<file path="src/rtl/sap1_control_sequencer.sv">
`default_nettype none
// ---------------------------------------------------------------------------
// sap1_control_sequencer : SAP-1 T-state counter, halt latch, microcode decode
// Option: SAP1_EARLY_END_EN ends an instruction at its last non-empty step.
// Rev 1.0
// ---------------------------------------------------------------------------
module sap1_control_sequencer #(
  parameter int NUM_STEPS = 5,
  parameter int STEP_W    = 3
) (
  input  logic              clk,
  input  logic              reset,
  input  logic              run,
  input  logic [3:0]        opcode,
  input  logic              carry_flag,
  input  logic              zero_flag,
  output logic [15:0]       ctrl,
  output logic [STEP_W-1:0] step,
  output logic              halted
);

  localparam logic [15:0] C_HLT = 16'h8000;
  localparam logic [15:0] C_MI  = 16'h4000;
  localparam logic [15:0] C_RI  = 16'h2000;
  localparam logic [15:0] C_RO  = 16'h1000;
  localparam logic [15:0] C_IO  = 16'h0800;
  localparam logic [15:0] C_II  = 16'h0400;
  localparam logic [15:0] C_AI  = 16'h0200;
  localparam logic [15:0] C_AO  = 16'h0100;
  localparam logic [15:0] C_EO  = 16'h0080;
  localparam logic [15:0] C_SU  = 16'h0040;
  localparam logic [15:0] C_BI  = 16'h0020;
  localparam logic [15:0] C_OI  = 16'h0010;
  localparam logic [15:0] C_CE  = 16'h0008;
  localparam logic [15:0] C_CO  = 16'h0004;
  localparam logic [15:0] C_J   = 16'h0002;
  localparam logic [15:0] C_FI  = 16'h0001;

  localparam logic [STEP_W-1:0] T0        = STEP_W'(0);
  localparam logic [STEP_W-1:0] T1        = STEP_W'(1);
  localparam logic [STEP_W-1:0] T2        = STEP_W'(2);
  localparam logic [STEP_W-1:0] T3        = STEP_W'(3);
  localparam logic [STEP_W-1:0] T4        = STEP_W'(4);
  localparam logic [STEP_W-1:0] LAST_STEP = STEP_W'(NUM_STEPS - 1);
  localparam logic [3:0]        OP_HLT    = 4'hF;

  logic [STEP_W-1:0] step_q, step_d;
  logic              halted_q, halted_d;

  function automatic logic [15:0] decode(input logic [STEP_W-1:0] s,
                                         input logic [3:0] op,
                                         input logic c, input logic z);
    logic [15:0] w;
    w = 16'h0000;
    if (s == T0) begin
      w = C_CO | C_MI;
    end else if (s == T1) begin
      w = C_RO | C_II | C_CE;
    end else begin
      case (op)
        4'h1: w = (s == T2) ? (C_IO | C_MI) : (s == T3) ? (C_RO | C_AI) : 16'h0000;
        4'h2, 4'h3: begin
          if (s == T2)      w = C_IO | C_MI;
          else if (s == T3) w = C_RO | C_BI;
          else if (s == T4) w = C_EO | C_AI | C_FI | ((op == 4'h3) ? C_SU : 16'h0000);
        end
        4'h4: w = (s == T2) ? (C_IO | C_MI) : (s == T3) ? (C_AO | C_RI) : 16'h0000;
        4'h5: w = (s == T2) ? (C_IO | C_AI) : 16'h0000;
        4'h6: w = (s == T2) ? (C_IO | C_J) : 16'h0000;
        4'h7: w = (s == T2 && c) ? (C_IO | C_J) : 16'h0000;
        4'h8: w = (s == T2 && z) ? (C_IO | C_J) : 16'h0000;
        4'hE: w = (s == T2) ? (C_AO | C_OI) : 16'h0000;
        4'hF: w = (s == T2) ? C_HLT : 16'h0000;
        default: w = 16'h0000;
      endcase
    end
    return w;
  endfunction

  always_comb begin
    step_d   = step_q;
    halted_d = halted_q;
    if (run && !halted_q) begin
      // HLT freezes the counter at T2 rather than advancing past it
      if (step_q == T2 && opcode == OP_HLT) begin
        halted_d = 1'b1;
      end else if (step_q == LAST_STEP) begin
        step_d = T0;
`ifdef SAP1_EARLY_END_EN
      end else if (step_q >= T2 &&
                   decode(step_q + STEP_W'(1), opcode, carry_flag, zero_flag) == 16'h0000) begin
        step_d = T0;
`endif
      end else begin
        step_d = step_q + STEP_W'(1);
      end
    end
  end

  always_ff @(posedge clk) begin
    if (reset) begin
      step_q   <= T0;
      halted_q <= 1'b0;
    end else begin
      step_q   <= step_d;
      halted_q <= halted_d;
    end
  end

  always_comb begin
    ctrl = 16'h0000;
    if (reset)         ctrl = 16'h0000;
    else if (halted_q) ctrl = C_HLT;
    else if (run)      ctrl = decode(step_q, opcode, carry_flag, zero_flag);
  end

  assign step   = step_q;
  assign halted = halted_q;

endmodule
`default_nettype wire

</file>
<file path="config.mk">
export PLATFORM = sky130hd
export DESIGN_NAME = sap1_control_sequencer
export DESIGN_NICKNAME = d
export VERILOG_FILES = /design/src/rtl/sap1_control_sequencer.sv
export SDC_FILE = /design/constraint.sdc
export NUM_CORES = 1
export LEC_CHECK = 0
export ABC_AREA = 1
export CAP_MARGIN = 20
export CELL_PAD_IN_SITES_DETAIL_PLACEMENT = 1
export CELL_PAD_IN_SITES_GLOBAL_PLACEMENT = 2
export CORE_MARGIN = 3
export CORE_UTILIZATION = 19
export DETAILED_ROUTE_END_ITERATION = 10
export PLACE_DENSITY_LB_ADDON = 0.25
export SETUP_SLACK_MARGIN = 0.02
export SYNTH_ARGS = -nofsm -noshare
export SYNTH_HDL_FRONTEND = slang
export SYNTH_SLANG_ARGS = --single-unit
</file>
<file path="constraint.sdc">
create_clock -name clk -period 1.9 [get_ports clk]
set_input_delay 0.19 -clock clk [delete_from_list [all_inputs] [get_ports clk]]
set_output_delay 0.19 -clock clk [all_outputs]
set_load 0.005 [all_outputs]
</file>
## After elaboration in Yosys (flattened, before gate mapping)

Index checks and enable logic that the tools add are counted.

- Register bits: 4
- Bits of input ports: 9
- Output and inout port bits: 20
- Logic and storage cells: 48

- $add $sub $neg: 1
- Eq/ne operators: 14
- Mux-type cells: 21
- Bitwise operators: 1
- Reductions and logical operators: 9

Operators by type and width:

| operator | count |
|---|---|
| $pmux 16 s9 | 1 |
| $mux 16 | 6 |
| $mux 12 | 4 |
| $mux 15 | 3 |
| $mux 13 | 2 |
| $eq 4x3->1 const B | 4 |
| $mux 14 | 1 |
| $eq 4x4->1 const B | 3 |
| $mux 10 | 1 |
| $mux 9 | 1 |
| $eq 4x2->1 const B | 2 |
| $mux 7 | 1 |
| $eq 3x2->1 const B | 2 |
| $eq 4x1->1 const B | 1 |
| $logic_and 1x1->1 | 4 |
| $reduce_and 2->1 | 2 |
| $add 3x1->3 const B | 1 |
| $eq 3x1->1 const B | 1 |
| $eq 3x3->1 const B | 1 |
| $logic_not 3->1 | 1 |
| $mux 3 | 1 |
| $reduce_or 2->1 | 1 |
| $logic_not 1->1 | 1 |
| $not 1->1 | 1 |

## Logic depth before layout (Yosys ltp)

Gate-level depths: netlist of run 1.

- Word-level depth: 11
- Gate-level depth with buffers: 10
- Gate-level depth less buffers: 9

## Least setup slack after synthesis of run 1

Ideal clock, no wire load.

- Kind: register to output
- Start point: register step_q[0] (netlist: step[0])
- End point: output port ctrl[7]
- Arrival time: 1298 ps
- Data required time: 1710 ps
- Path slack: 412 ps
- Cell stages (with the launch flop): 9
- Buffers on the path: 1
- Cells stage by stage: dfxtp_1 inv_1 ha_1 nand2_2 nand2_2 nor2_2 nand3_1 inv_1 buf_4

- Cells in the longest elaborated chain, start to end: 10
- Elaborated cells between the ends (all ways): 16
- Those cells by class: 4 x eq/ne; 11 x mux; 1 x reduce/logical

Ends and longest elaborated chain:

| element | line | source |
|---|---|---|
| from (decl) | 47 | `logic [STEP_W-1:0] step_q, step_d;` |
| from (signal assigned) | 105 | `step_q <= step_d;` |
| $eq 3x3->1 | 65 | `else if (s == T4) w = C_EO \| C_AI \| C_FI \| ((op == 4'h3) ? C_SU : 16'h0000);` |
| $mux 10 | 65 |  |
| $mux 13 | 64 | `else if (s == T3) w = C_RO \| C_BI;` |
| $mux 15 | 63 | `if (s == T2) w = C_IO \| C_MI;` |
| $pmux 16 s9 | 60 | `case (op)` |
| $mux 16 | 57 | `end else if (s == T1) begin` |
| $mux 16 * | 55 | `if (s == T0) begin` |
| $mux 16 * | 114 | `else if (run) ctrl = decode(step_q, opcode, carry_flag, zero_flag);` |
| $mux 16 * | 113 | `else if (halted_q) ctrl = C_HLT;` |
| $mux 16 * | 112 | `if (reset) ctrl = 16'h0000;` |
| to (decl) | 17 | `output logic [15:0] ctrl,` |

Mark *: on every way between the ends. The rest lies on a longest branch, timed or not.

## Worst setup path in the final report of run 1

- Start point: register step_q[0] (netlist: step[0])
- End point: output port ctrl[8]

- Cells in the longest elaborated chain, start to end: 9
- Elaborated cells between the ends (all ways): 16
- Those cells by class: 3 x eq/ne; 12 x mux; 1 x reduce/logical

Ends and longest elaborated chain:

| element | line |
|---|---|
| $eq 3x2->1 | 64, 67 |
| $mux 14 or $mux 13 (tied branches) | 67, 64 |
| $mux 15 (on tied branches) | 67, 63 |
| $pmux 16 s9 | 60 |
| $mux 16 | 57 |
| $mux 16 * | 55 |
| $mux 16 * | 114 |
| $mux 16 * | 113 |
| $mux 16 * | 112 |

Marked as above.

==> load_flow_metrics.sql, run 1 <==
INSERT INTO impl_metrics (metric_group, metric, value, unit) VALUES
('status', 'status', 'finished clean', ''),
('yosys', 'netlist_cell_types', '21', ''),
('detailed_routing', 'drcViolationCount', '0', ''),
('critical_path', 'critical_path_arrival', '1.62', 'ns'),
('critical_path', 'cp_num_buf_inv', '4', ''),
('sta', 'min_period_over_period', '0.953', ''),
('critical_path', 'cp_max_fo', '5', ''),
('sta', 'max_slew_vio_count', '0', ''),
('final_layout', 'fin_util', '0.447', ''),
('cts', 'tritoncts', 'done', ''),
('worst_hold_path', 'hold_class', 'in2reg', ''),
('yosys', 'synthTopCellsByArea', 'sky130_fd_sc_hd__nor2_1, sky130_fd_sc_hd__dfxtp_1, sky130_fd_sc_hd__nand2_1', ''),
('cts', 'tritoncts_num_sinks', '4', ''),
('yosys', 'syn-cell-area', '641', 'um^2'),
('placement', 'dpl.hpwl', '1960', 'um'),
('global_route', 'grt_overflow', '0', ''),
('power_and_ir_drop', 'max-vdd-ir-drop', '0.000268', 'V'),
('floorplanning', 'die_height', '64.1', 'um'),
('floorplanning', 'ioPinCount', '29', ''),
('floorplanning', 'die_area', '0.00410', 'mm^2'),
('detailed_routing', 'wire_per_inst', '12.2', 'um'),
('cts', 'htree_num_levels', '1', ''),
('critical_path', 'worst_path_dominant_cell_family', 'flip-flops', ''),
('placement', 'postPlaceCellArea', '0.00115', 'mm^2'),
('detailed_routing', 'vias', '928', ''),
('detailed_routing', 'via_per_inst', '4.22', ''),
('detailed_routing', 'final_antenna_net_count', '0', ''),
('sta', 'timing.max_slew.rel_slack', '0.772', ''),
('global_route', 'initial_antenna_violation_count', '0', ''),
('detailed_routing', 'drtPass1Iterations', '4', ''),
('power_and_ir_drop', 'static-leakage-power', '0.659', 'nW'),
('sta', 'achievable-frequency', '552', 'MHz'),
('placement', 'placed_cells_incl_taps', '207', ''),
('power_and_ir_drop', 'total_power', '0.465', 'mW'),
('global_route', 'largest_net_degree_at_the_start_of_global_routing', '9', ''),
('final_layout', 'antennaDiodeCount', '0', ''),
('sta', 'worst_slack', '0.0900', 'ns'),
('floorplanning', 'floorplan.rows', '20', ''),
('critical_path', 'cp_slowest_cell', 'sky130_fd_sc_hd__dfxtp_4', ''),
('final_layout', 'final_layout_size_suffix_gt1_frac', '0.534', ''),
('sta', 'timing.hold.ws', '0.406', 'ns'),
('power_and_ir_drop', 'cellPowerDensity', '333', 'mW/mm^2'),
('detailed_routing', 'detail_route.iter0.violations', '54', ''),
('global_route', 'first_pass_grt_wire_length', '4470', 'um'),
('yosys', 'ys_seq_area_frac', '0.125', ''),
('yosys', 'synth_warnings', '0', ''),
('critical_path', 'worstRegToRegCells', '10', ''),
('yosys', 'yosys_register_bits', '4', ''),
('yosys', 'synthDominantAreaCellType', 'sky130_fd_sc_hd__nor2_1', ''),
('sta', 'final.min_clock_period', '1.81', 'ns'),
('floorplanning', 'placeableCoreArea', '0.00313', 'mm^2'),
('worst_hold_path', 'cell_depth_of_the_worst_min_delay_path', '4', ''),
('sta', 'rsz0062_at_grt', 'true', ''),
('run', 'timing.max_cap.violations', '0', ''),
('cts', 'path_clk_slew', '0.04', 'ns'),
('critical_path', 'crit_path_cell_trace', 'inv_4 -> ha_4 -> nand2_4 -> inv_6 -> buf_6 -> nor2_4 -> nand2_2 -> a211oi_2 -> buf_2', ''),
('sta', 'worst_pin_slew', '0.342', 'ns'),
('yosys', 'synth_largest_type_area_fraction', '0.141', ''),
('sta', 'setup_tns', '0', 'ns'),
('global_route', 'first_global_vias', '979', ''),
('global_route', 'grt_util_all_layers', '0.133', ''),
('critical_path', 'critPathRequiredTime', '1.71', 'ns'),
('sta', 'clock-skew-final', '0.000484', 'ns'),
('yosys', 'syn-num-nets', '128', ''),
('final_layout', 'area_of_all_placed_cells_without_fillers', '0.00140', 'mm^2'),
('final_layout', 'final_cells', '220', ''),
('critical_path', 'cp-start-kind', 'flop', ''),
('critical_path', 'timing.setup.critical_path_class', 'reg2out', ''),
('critical_path', 'worst_setup_path_end_kind', 'primary output', ''),
('placement', 'finalWeightedCongestion', '0.803', ''),
('floorplanning', 'floorplan.die.width', '64.1', 'um');
[cell usage in the layout (no fill, tap or decap), types with 4 or more instances in the layout]
| master | n |
|---|---|
| sky130_fd_sc_hd__clkdlybuf4s15_1 | 4 |
| sky130_fd_sc_hd__inv_2 | 10 |
| sky130_fd_sc_hd__nor2_1 | 19 |
| sky130_fd_sc_hd__nor2_2 | 5 |
| sky130_fd_sc_hd__clkdlybuf4s50_1 | 7 |
| sky130_fd_sc_hd__nand2_4 | 6 |
| sky130_fd_sc_hd__nor2_4 | 4 |
| sky130_fd_sc_hd__nand2_1 | 20 |
| sky130_fd_sc_hd__clkbuf_2 | 4 |
| sky130_fd_sc_hd__dlygate4sd2_1 | 6 |
| sky130_fd_sc_hd__ha_4 | 4 |
| sky130_fd_sc_hd__a21oi_1 | 6 |
| sky130_fd_sc_hd__buf_2 | 6 |
| sky130_fd_sc_hd__buf_4 | 29 |
| sky130_fd_sc_hd__inv_1 | 4 |
| sky130_fd_sc_hd__nand3_1 | 8 |
[worst min-delay path, cell delays in order]
cell and delay, ns:
sky130_fd_sc_hd__dlymetal6s2s_1 0.14, sky130_fd_sc_hd__buf_4 0.14, sky130_fd_sc_hd__nand2_1 0.06, sky130_fd_sc_hd__a21oi_1 0.06
[sequential cells by signal, indices dropped and copies added, names as in the netlist]
name / count
halted: 1
step: 3
[cell usage after synthesis (all sizes together)]
cell    number
clkinv       1
nor2        28
a211oi       1
inv         17
dfxtp        4
o21bai       1
o21ai        1
a21oi        8
nand3       12
nor3         3
buf          3
nand4        1
ha           5
nand2       29
[area by class of cell]
class                           instances  area [um^2]  share of cell area
Sequential cell                         4         87.6              0.0627
Timing Repair Buffer                   62          517               0.370
Tap cell                               44         55.1              0.0394
Multi-Input combinational cell         89          638               0.457
Clock buffer                            3         22.5              0.0161
Inverter                               18         77.6              0.0555
[report_power, final]
part           switching, mW  internal (mW)
sequential           0.00888         0.0895
clock                 0.0334         0.0706
combinational          0.128          0.134
total                  0.171          0.295
[path summary, 6_finish.rpt]
kind                                           start                   end  slack (ns)
worst min register to register   halted$_SDFFE_PP0P_   halted$_SDFFE_PP0P_        0.56
worst min-delay path                             run   halted$_SDFFE_PP0P_        0.41
worst max register to register  step[0]$_SDFFE_PP0P_  step[1]$_SDFFE_PP0P_        0.54
worst max-delay path            step[0]$_SDFFE_PP0P_               ctrl[8]        0.09
[repair_timing]
action	in CTS	in global routing
hold buffers	0	0
pin swaps	9	19
resized for setup	60	43
endpoints found under the setup margin	16	13
setup buffers	6	5
[metal layers]
layer	GRT usage	part of all wire	up-vias
met2	0.241	0.52	19
met1	0.162	0.43	424
li1	-	-	485
met4	0.0323	0	0
met3	0.0211	0.045	0
met5	0	0	-
[logic make-up after synthesis]
| family | after synthesis | synth area share |
|---|---|---|
| AND/OR/NAND/NOR | 73 | 0.539 |
| adder cells (fa/ha/maj) | 5 | 0.0977 |
| AO/OA/AOI/OAI | 11 | 0.102 |
| flip-flops | 4 | 0.125 |
| buffers and inverters | 21 | 0.137 |
No activity file was read; power rests on OpenSTA's default activity.
==> run 2: changes to the inputs <==
Settings changed: CELL_PAD_IN_SITES_DETAIL_PLACEMENT 1 to not set, CELL_PAD_IN_SITES_GLOBAL_PLACEMENT 2 to not set, CORE_UTILIZATION 19 to 40.
==> run 2 against run 1 <==
Hold slack better by 0.12 ns. Register-to-register slack better by 0.02 ns. Global-route usage is 7.3 points higher. Core utilization is 35 points higher.
==> load_flow_metrics.sql, run 2 (synthesis gave the netlist of run 1 again) <==
INSERT INTO impl_metrics (metric_group, metric, value, unit) VALUES
('global_route', 'grt_util_all_layers', '0.206', ''),
('global_route', 'first_global_vias', '819', ''),
('final_layout', 'layout.nets', '181', ''),
('power_and_ir_drop', 'max-vdd-ir-drop', '0.000419', 'V'),
('cts', 'tritoncts_num_sinks', '4', ''),
('global_route', 'grt_overflow', '0', ''),
('sta', 'rsz0062_at_grt', 'true', ''),
('final_layout', 'final_layout_size_suffix_gt1_frac', '0.406', ''),
('critical_path', 'cp_max_fo', '5', ''),
('final_layout', 'final_cells', '180', ''),
('floorplanning', 'floorplan.rows', '13', ''),
('placement', 'worst_slack_after_detailed_placement', '-0.225', 'ns'),
('cts', 'path_clk_slew', '0.04', 'ns'),
('status', 'status', 'finished clean', ''),
('detailed_routing', 'via_per_inst', '5.03', ''),
('detailed_routing', 'final_antenna_net_count', '0', ''),
('detailed_routing', 'drtPass1Iterations', '4', ''),
('sta', 'hold_viol_final', '0', ''),
('power_and_ir_drop', 'p_seq_frac', '0.234', ''),
('floorplanning', 'die_area', '0.00212', 'mm^2'),
('critical_path', 'cp-start-kind', 'flop', ''),
('detailed_routing', 'drcViolationCount', '0', ''),
('power_and_ir_drop', 'power.internal', '0.254', 'mW'),
('sta', 'worst_pin_slew', '0.309', 'ns'),
('sta', 'setup_tns', '0', 'ns'),
('placement', 'postPlaceCellArea', '0.00105', 'mm^2'),
('global_route', 'initial_antenna_violation_count', '0', ''),
('placement', 'placed_cells_incl_taps', '171', ''),
('power_and_ir_drop', 'power.combinational.fraction', '0.491', ''),
('cts', 'htree_num_levels', '1', ''),
('detailed_routing', 'detail_route.iter0.violations', '27', ''),
('power_and_ir_drop', 'total_power', '0.401', 'mW'),
('sta', 'clock-skew-final', '0.00362', 'ns'),
('placement', 'dpl.hpwl', '1630', 'um'),
('critical_path', 'worst_setup_path_end_kind', 'primary output', ''),
('final_layout', 'layout_common_cells', 'sky130_fd_sc_hd__nor2_1, sky130_fd_sc_hd__buf_4, sky130_fd_sc_hd__nand2_1', ''),
('sta', 'final.min_clock_period', '1.83', 'ns'),
('placement', 'placement.io_buffers', '28', ''),
('cts', 'numCtsBuffers', '3', ''),
('floorplanning', 'floorplan.initialDensity', '0.458', ''),
('power_and_ir_drop', 'static-leakage-power', '0.550', 'nW'),
('cts', 'clk_root_buffer_cell', 'sky130_fd_sc_hd__clkbuf_4', ''),
('detailed_routing', 'drt_wl_total', '2140', 'um'),
('power_and_ir_drop', 'cellPowerDensity', '360', 'mW/mm^2'),
('final_layout', 'antennaDiodeCount', '0', ''),
('power_and_ir_drop', 'switching_share', '0.367', ''),
('sta', 'achievable-frequency', '547', 'MHz'),
('final_layout', 'flip_flop_count_of_the_largest_register_after_layout', '3', ''),
('floorplanning', 'die_height', '46.0', 'um'),
('sta', 'timing.hold.ws', '0.529', 'ns'),
('floorplanning', 'ioPinCount', '29', ''),
('final_layout', 'area_of_all_placed_cells_without_fillers', '0.00111', 'mm^2'),
('final_layout', 'area_taken_by_multi_input_logic_gates', '513', 'um^2'),
('cts', 'tritoncts', 'done', ''),
('critical_path', 'timing.setup.critical_path_class', 'reg2out', ''),
('detailed_routing', 'vias', '906', ''),
('placement', 'finalWeightedCongestion', '0.837', ''),
('power_and_ir_drop', 'switching_power_total', '0.147', 'mW'),
('final_layout', 'area_growth_syn_to_layout', '74.0', '%'),
('global_route', 'largest_net_degree_at_the_start_of_global_routing', '7', ''),
('cts', 'insertion_delay', '0.24', 'ns'),
('final_layout', 'seq_cell_area', '82.6', 'um^2'),
('run', 'timing.max_cap.violations', '0', ''),
('global_route', 'first_pass_grt_wire_length', '3220', 'um'),
('sta', 'worst_slack', '0.0735', 'ns'),
('worst_hold_path', 'hold_class', 'reg2reg', ''),
('sta', 'timing.max_slew.rel_slack', '0.794', ''),
('sta', 'max_slew_vio_count', '0', ''),
('sta', 'report.final.setup_viol', '0', ''),
('floorplanning', 'placeableCoreArea', '0.00140', 'mm^2'),
('final_layout', 'fin_util', '0.797', ''),
('critical_path', 'critical_path_arrival', '1.64', 'ns'),
('detailed_routing', 'wire_per_inst', '11.9', 'um'),
('final_layout', 'layout.filler_cells', '105', ''),
('floorplanning', 'floorplan.die.width', '46.0', 'um'),
('sta', 'min_period_over_period', '0.961', ''),
('power_and_ir_drop', 'clock_power_share', '0.275', ''),
('critical_path', 'critPathRequiredTime', '1.71', 'ns'),
('cts', 'clockBufferDepth', '2', '');
-- run 2: power by group through the flow --
| stage | Combinational [mW] | Clock, mW | Sequential, mW |
|---|---|---|---|
| finish | 0.197 | 0.110 | 0.0940 |
| global route | 0.215 | 0.119 | 0.0943 |
| CTS | 0.183 | 0.115 | 0.0952 |
| detailed placement | 0.176 | 0 | 0.0953 |
| global placement | 0.170 | 0 | 0.0951 |
| floorplan | 0.0826 | 0 | 0.0961 |
-- run 2: critical path: stages, from the launching register on --
cell and delay, ns:
sky130_fd_sc_hd__dfxtp_2 0.32, sky130_fd_sc_hd__buf_4 0.14, sky130_fd_sc_hd__inv_2 0.07, sky130_fd_sc_hd__ha_2 0.19, sky130_fd_sc_hd__nand2_4 0.08, sky130_fd_sc_hd__inv_6 0.09, sky130_fd_sc_hd__nand3_1 0.08, sky130_fd_sc_hd__nand3_1 0.11
sky130_fd_sc_hd__nor2_1 0.04, sky130_fd_sc_hd__nor2_1 0.08, sky130_fd_sc_hd__clkdlybuf4s15_1 0.21
-- run 2: timing repair --
action                                  CTS  global route
endpoints found under the setup margin   16             5
pin swaps                                 3             3
setup buffers                             1             4
resized for setup                        39            20
hold buffers                              0             0
cloned                                    1             0
-- run 2: area by class of cell --
type	count	share of cell area
clock buffers	3	0.0202
inverters	18	0.0651
repair inverters	1	0.00561
repair buffers	50	0.358
flip-flops and latches	4	0.0741
well taps	15	0.0168
multi-input cells	89	0.460
-- run 2: final timing paths --
kind | from | end | slack [ns] | cells after the start
worst max-delay path | step[0]$_SDFFE_PP0P_ | ctrl[11] | 0.07 | 10
worst min-delay path | step[1]$_SDFFE_PP0P_ | step[1]$_SDFFE_PP0P_ | 0.53 | 2
worst max register to register | step[0]$_SDFFE_PP0P_ | step[0]$_SDFFE_PP0P_ | 0.56 | 10
worst min register to register | step[1]$_SDFFE_PP0P_ | step[1]$_SDFFE_PP0P_ | 0.53 | 2
-- run 2: metal layers --
metal	vias up	share of wire	track usage
li1	459	-	-
met1	408	0.44	0.235
met2	37	0.49	0.385
met3	2	0.070	0.0514
met4	0	0.0065	0.0284
met5	-	0	0
==> patch (flow settings as in run 1) <==
Set the parameter `STEP_W` to 6 (it was 3).
--- a/src/rtl/sap1_control_sequencer.sv
+++ b/src/rtl/sap1_control_sequencer.sv
@@ -6,7 +6,7 @@
 // ---------------------------------------------------------------------------
 module sap1_control_sequencer #(
   parameter int NUM_STEPS = 5,
-  parameter int STEP_W    = 3
+  parameter int STEP_W    = 6
 ) (
   input  logic              clk,
   input  logic              reset,
Interface: changed (resized step); port bits go from 29 to 32. No check against the original RTL was run, so the function may have changed too.
==> patch against run 1 <==
Cell area up 14%. Power up 21%. First-iteration DRC count down 69%. Setup slack worse by 57 ps. Utilization down 6.8 points. Final cell count up 20%. Hold slack better by 0.98 ps. Clock power up 100%. Sequential cell count up 3. Die area up 32%. Synthesized area up 36%. Via count up 23%. Critical path type unchanged. Routed wire length up 18%.
==> patch: results (changes against run 1) <==
Status
  – Status: finished clean (unchanged)

Yosys
  – Most used DFF post-synth: dfxtp_1 (unchanged)
  – FFs w/ async S/R, synth: 0% (unchanged)
  – Syn. warnings: 0 (unchanged)
  – Top post-synthesis cells by count: 37 x nand2_1, 21 x inv_1, 21 x nor2_1, 11 x nand3_1, 10 x a21oi_1 (was 24 x nor2_1, 21 x nand2_1, 12 x inv_1, 12 x nand3_1, 8 x a21oi_1)
  – Register area share after synthesis: 16.1% (was 12.5%)
  – Post-synth net total: 162 (was 128)
  – Area contributors post-synth: dfxtp_1 16%, nand2_1 16%, inv_1 9.1% (was nor2_1 14%, dfxtp_1 13%, nand2_1 12%)
  – Synth unique cells: 23 (was 21)

CTS
  – Clk buf depth: 2 (unchanged)
  – Clock slew at reported path FFs: 40 ps (about the same)
  – Worst skew pair latency: 230 ps (about the same)
  – CTS H-tree lvls: 1 (unchanged)
  – Total CTS buffers: 3 (unchanged)
  – Clk root buf: clkbuf_8 (was clkbuf_4)

Worst setup path
  – Origin of the worst setup path: step[0]$_SDFFE_PP0P_ (unchanged)
  – Arr. time, crit path: 1680 ps (was 1620 ps)
  – Max incr delay on CP: 320 ps (was 370 ps)
  – FF-to-FF setup slack: 530 ps
  – Critical Path Fanout Max: 5 (unchanged)
  – Critical path's slowest cell: dfxtp_2 (was dfxtp_4)

Layout
  – Layout cell share with drive strength beyond 1: 40.9% (was 53.4%)
  – Layout fillers: 541 (was 415)
  – Diode count: 0 (unchanged)
  – Final nets: 229 (was 192)
  – Max reg flops: 6 (was 3)
  – Area Overhead vs Synth: 83.2% (was 118%)

Min path
  – Min-delay worst type: in -> reg (unchanged)
  – Min-Delay Startpoint: run (unchanged)

Placement
  – Port Buffers: 31 (was 28)
  – DP Worst Slack: -349 ps (was -314 ps)
  – GP Congestion: 0.796 (was 0.803)
  – DPL Wire Length: 2.58 mm (was 1.96 mm)
  – Dpl cell area: 1410 µm² (was 1150 µm²)

Global route
  – Vias in the first global route: 1,252 (was 979)
  – GRT Total Usage: 12.3% (was 13.3%)
  – Largest net degree at the start of global routing: 9 (unchanged)
  – Initial antenna violation count: 0 (unchanged)
  – First-pass GRT wire length: 5.33 mm (was 4.47 mm)

Power
  – Worst IR drop on VDD: 0.000197 V (was 0.000268 V)
  – Switching Fraction: 30.6% (was 36.7%)
  – Leakage: 0.810 nW (was 0.659 nW)

STA
  – Clock skew: 0.917 ps (was 0.484 ps)
  – Min setup slack post-route: 33.3 ps (was 90.0 ps)
  – Worst slew margin: 81.6% (was 77.2%)
  – Hold slack: 407 ps (was 406 ps)

Route
  – Final WL: 3.16 mm (was 2.69 mm)
  – Via count: 1,141 (was 928)
  – DRT iter0 DRCs: 17 (was 54)
  – Pre-antenna DRT Iters: 4 (unchanged)
==> patch: cell types whose count changed after synthesis, sizes merged, moves of 2 or more <==
cell   delta
a21oi     +2
dfxtp     +3
inv      +11
nand2    +10
nand3     +3
nand4     +6
xor2      +2
==> patch: routing by layer <==
| metal | share of wire, % | GRT usage, % |
|---|---|---|
| met1 | 43 | 14.2 |
| met2 | 53 | 22.9 |
| met3 | 3.4 | 1.92 |
| met4 | 0.44 | 3.42 |
| met5 | 0 | 0 |
==> patch: area by class of cell <==
cell class	count	share of cell area (%)
Multi-Input combinational cell	110	43.4
Sequential cell	7	9.35
Tap cell	50	3.93
Timing Repair Buffer	66	33.7
Inverter	28	6.76
Clock buffer	4	2.83
==> patch: repair_timing <==
action                                  in CTS  in global routing
pin swaps                                   11                 11
resized for setup                           45                 26
endpoints found under the setup margin      16                  8
setup buffers                                6                  5
==> patch: kinds of logic after synthesis <==
kind of cell / synth area share (%)
adders and majority gates: 5.76
xor gates and xnor gates: 3.02
buffers and inverters: 14.8
DFF: 16.1
AOI/OAI and AO/OA: 8.49
and+or+nand+nor: 51.8
==> patch: through the flow <==
step	setup TNS, ps	cells
after floorplan	0	149
after global placement	-3280	251
after detailed placement	-3880	251
after CTS	-48.6	261
after global routing	-100	265
final	0	265
==> patch: power by group through the flow <==
stage                     clock network (W)  logic (W)  registers, W
after detailed placement                  0   0.000177      0.000156
after global placement                    0   0.000175      0.000156
after CTS                          0.000218   0.000183      0.000155
final                              0.000211   0.000195      0.000156
after global routing               0.000227   0.000216      0.000157
after floorplan                           0  0.0000789      0.000159
==> patch: worst paths after layout <==
kind,endpoint,depth (start not counted)
hold reg to reg,halted$_SDFFE_PP0P_,2
setup / recovery,ctrl[6],10
hold / removal,halted$_SDFFE_PP0P_,4
setup reg to reg,step[0]$_SDFFE_PP0P_,8
==> patch: worst max-delay path, delay by kind of cell, from the launching register on <==
family,cells,cell delay [ps]
flops,1,320
simple gates,5,480
fa+ha+maj,1,160
buf+inv,4,490
